==> config.mk <==
export PLATFORM = sky130hd
export DESIGN_NAME = lc3_mem_seq
export DESIGN_NICKNAME = d
export VERILOG_FILES = /design/src/rtl/lc3_mem_seq.sv
export SDC_FILE = /design/constraint.sdc
export NUM_CORES = 1
export LEC_CHECK = 0
export BUFFER_PORTS_ARGS = -buffer_cell sky130_fd_sc_hd__buf_2
export CAP_MARGIN = 20
export CORE_AREA = 2 2 39 41
export CTS_CLUSTER_DIAMETER = 150
export DETAILED_ROUTE_END_ITERATION = 6
export DIE_AREA = 0 0 41 43
export PLACE_DENSITY = 0.61
export SETUP_SLACK_MARGIN = 0.15
export SYNTH_ARGS = -nofsm -noshare
export SYNTH_HDL_FRONTEND = slang
export SYNTH_SLANG_ARGS = --single-unit
==> constraint.sdc <==
create_clock -name clk -period 4.8 [get_ports clk]
set_input_delay 0.24 -clock clk [delete_from_list [all_inputs] [get_ports clk]]
set_output_delay 0.24 -clock clk [all_outputs]
set_load 0.1 [all_outputs]
==> src/rtl/lc3_mem_seq.sv <==
// LC-3 memory-access sequencer: MARMUX address transfer, MAR load, MIO.EN/R
// handshake with optional timeout, and MDR load on reads.
module lc3_mem_seq #(
  parameter int unsigned TIMEOUT = 15,
  parameter int unsigned CNT_W   = 4
) (
  input  logic clk,
  input  logic rst_n,
  input  logic req,
  input  logic we,
  input  logic addr_sel,
  input  logic mem_r,
  output logic marmux_sel,
  output logic gate_marmux,
  output logic ld_mar,
  output logic mio_en,
  output logic r_w,
  output logic ld_mdr,
  output logic busy,
  output logic done,
  output logic err
);

  typedef enum logic [2:0] {
    S_IDLE,
    S_MAR,
    S_ACC,
    S_DONE,
    S_ERR
  } state_t;

  localparam logic [CNT_W-1:0] LP_LAST = CNT_W'(TIMEOUT - 1);

  state_t           r_state;
  state_t           w_next;
  logic             r_we_q;
  logic             r_sel_q;
  logic [CNT_W-1:0] r_cnt;
  logic             w_timeout;

  assign w_timeout = (TIMEOUT != 0) && (r_cnt == LP_LAST);

  always_ff @(posedge clk or negedge rst_n) begin
    if (!rst_n) begin
      r_state <= S_IDLE;
      r_we_q  <= 1'b0;
      r_sel_q <= 1'b0;
      r_cnt   <= '0;
    end else begin
      r_state <= w_next;
      if (r_state == S_IDLE && req) begin
        r_we_q  <= we;
        r_sel_q <= addr_sel;
        r_cnt   <= '0;
      end else if (r_state == S_ACC && !mem_r) begin
        r_cnt <= r_cnt + 1'b1;
      end
    end
  end

  // Moore decode from the state register; only ld_mdr looks at mem_r directly.
  always_comb begin
    w_next      = r_state;
    marmux_sel  = 1'b0;
    gate_marmux = 1'b0;
    ld_mar      = 1'b0;
    mio_en      = 1'b0;
    r_w         = 1'b0;
    ld_mdr      = 1'b0;
    busy        = 1'b0;
    done        = 1'b0;
    err         = 1'b0;
    case (r_state)
      S_IDLE: begin
        if (req) w_next = S_MAR;
      end
      S_MAR: begin
        marmux_sel  = r_sel_q;
        gate_marmux = 1'b1;
        ld_mar      = 1'b1;
        busy        = 1'b1;
        w_next      = S_ACC;
      end
      S_ACC: begin
        marmux_sel = r_sel_q;
        mio_en     = 1'b1;
        r_w        = r_we_q;
        busy       = 1'b1;
        ld_mdr     = ~r_we_q & mem_r;
        if (mem_r)          w_next = S_DONE;
        else if (w_timeout) w_next = S_ERR;
      end
      S_DONE: begin
        done   = 1'b1;
        busy   = 1'b1;
        w_next = S_IDLE;
      end
      S_ERR: begin
        err    = 1'b1;
        busy   = 1'b1;
        w_next = S_IDLE;
      end
      default: w_next = S_IDLE;
    endcase
  end

endmodule

==> results.ini <==
[floorplan]
core_um2=1384
die_h_um=43
die_area_um2=1763
chipWidth_um=41
start_util_pct=37.34
io-pin-count=15
std_cell_rows=14

[drt]
via_count=386
ant_nets=0
wl_um=876
drtIter0Drc=0
vias_per_cell=4.825
drt_first_pass_iters=1
routedWlPerCell_um=10.95
drcViolationCount=0

[cells_and_area]
multiInputGateArea_um2=259.0
syn_to_final_growth_pct=18.89
nets=73
layout-drive-gt1-share_pct=32.81
diodes=0
fill_cells=136
regArea_um2=225.2
fin_util_pct=44.39

[grt]
grt_pass1_vias=378
antenna_found_initial=0
grtUsageTotal_pct=12.45
grt_first_pass_wirelength_mm=1.497
grt_max_degree=10
grt-ovfl-total=0

[cts]
htreeDepth=1
cts-resized-gates=0
cts_max_path_buffers=2
clkSinkCount=9
post_cts_buffers=0
cts_buffers=3
clock_latency_ns=0.25
path_clk_slew_ns=0.06
cts_tree=done
cts-root-buf=clkbuf_4

[place]
dp_hpwl_um=657.7
place_congestion=0.7260
port_buffers=14

[synthesis]
netlist_area_um2=516.7
yosysSeqAreaShare_pct=43.58
synth_edf_count=0
yosys.cell_types.count=26
synth_async_sr_flop_share_pct=100.0
avgSynthCellArea_um2=10.55
postSynthCellCount=49
synth_flop_cell=dfrtp_1
synth_seq_cells=9
yosys_warnings=0
synth_nets=57

[worst_setup_path]
crit_path_start_kind=flip-flop
critPathCaptureType=primary output
cpMaxStageDelayCell=dfrtp_1
critPathMaxStageDelay_ns=0.48
cp.arrival_ns=1.82
cp.required_ns=4.56
worstPathCellList=nor3b_1, and3b_1, buf_2
path_max_fanout=9
setup.worst_path.class=reg2out

[timing]
min_period_over_period_pct=43.01
worst_pin_slew_ns=0.6550
hold_viol=0
relSlewSlack_pct=56.22
final_max_slew_viol_count=0
period_needed_ns=2.064
clock_skew_ns=0.005406
max_freq_ghz=0.4844
rsz0062_at_grt=no
setup_viol=0
finalSetupTns_ns=0

[min_path]
hp-class=in2reg

[outcome]
status=finished clean

[flow_run]
drv_cap=0

-- worst paths after layout --
| path | start | endpoint | slack, ns | depth (start not counted) |
|---|---|---|---|---|
| worst max-delay path | r_state[1]$_DFFE_PN0P_ | ld_mdr | 2.74 | 3 |
| worst min-delay path | we | r_we_q$_DFFE_PN0P_ | 0.22 | 2 |
| worst max register to register | r_state[0]$_DFFE_PN0P_ | r_sel_q$_DFFE_PN0P_ | 3.17 | 2 |
| worst min register to register | r_sel_q$_DFFE_PN0P_ | r_sel_q$_DFFE_PN0P_ | 0.51 | 1 |
| max in group asynchronous | rst_n | r_state[0]$_DFFE_PN0P_ | 4.25 | 2 |
| min in group asynchronous | rst_n | r_cnt[0]$_DFFE_PN0P_ | 0.37 | 2 |
-- layout by cell type, fill, tap and decap left out, types with 3 or more instances in the layout --
cell,n
dfrtp_1,9
clkbuf_4,3
nand2_1,4
buf_2,14
a21oi_1,3
-- cells in the mapped netlist, types with 2 or more instances --
library cell	n	area share, %
and3b_1	2	3.4
mux2_2	2	4.4
nand2b_1	2	2.4
nand2_1	4	2.9
nand3_1	2	1.9
nor3b_1	2	2.9
dfrtp_1	9	44
ha_1	2	4.8
nor2_1	2	1.5
buf_2	2	1.9
mux2i_1	2	3.9
a21oi_1	3	2.9
and2_1	2	2.4
-- layer usage --
layer,routed length (µm),up-vias,track usage (%)
met3,30,2,0
met4,19,0,8.667
met2,426,7,17.50
met5,0,-,0
li1,-,200,-
met1,400,177,17.97
-- cell type report --
cell class / count / share of cell area (%)
repair buffers: 15 / 13.03
well taps: 16 / 3.259
clock buffers: 4 / 4.277
multi-input cells: 35 / 42.16
flip-flops and latches: 9 / 36.66
inverters: 1 / 0.6110
-- worst max-delay path: cells and delay by family (launching register included) --
family / cells / cell delay [ns]
AND/OR/NAND/NOR: 2 / 0.68
flip-flops: 1 / 0.48
buffers and inverters: 1 / 0.42
-- registers in the layout, indices dropped and copies added (netlist names) --
signal / count
r_cnt: 4
r_sel_q: 1
r_state: 3
r_we_q: 1
-- logic make-up after synthesis --
group | count (synthesis) | share of synthesized area, %
AND/OR/NAND/NOR | 22 | 28.09
flip-flops | 9 | 43.58
AO/OA/AOI/OAI | 6 | 7.263
buffers and inverters | 5 | 6.295
multiplexers | 4 | 8.232
adder cells (fa/ha/maj) | 2 | 4.842
XOR/XNOR | 1 | 1.695
-- stage by stage --
| stage | instances | hold WS [ns] | cell area [µm²] | setup slack (ns) |
|---|---|---|---|---|
| 6_report | 80 | 0.2233 | 614.3 | 2.736 |
| 5_1_grt | 80 | 0.2254 | 614.3 | 2.606 |
| 4_1_cts | 80 | 0.2197 | 614.3 | 2.723 |
| 3_5_place_dp | 75 | 0.1002 | 578.1 | 3.010 |
| 3_3_place_gp | 75 | 0.1001 | 578.1 | 3.040 |
| 2_1_floorplan | 49 | -0.05559 | 516.7 | 0.6015 |
-- timing repair --
item                       in CTS  in global routing
setup endpoints to repair       0                  0
hold buffers                    1                  0
hold endpoints to repair        9                  0
Power is not shown: default switching activity piles up to over one toggle a cycle in this logic, so the estimate is an artifact.
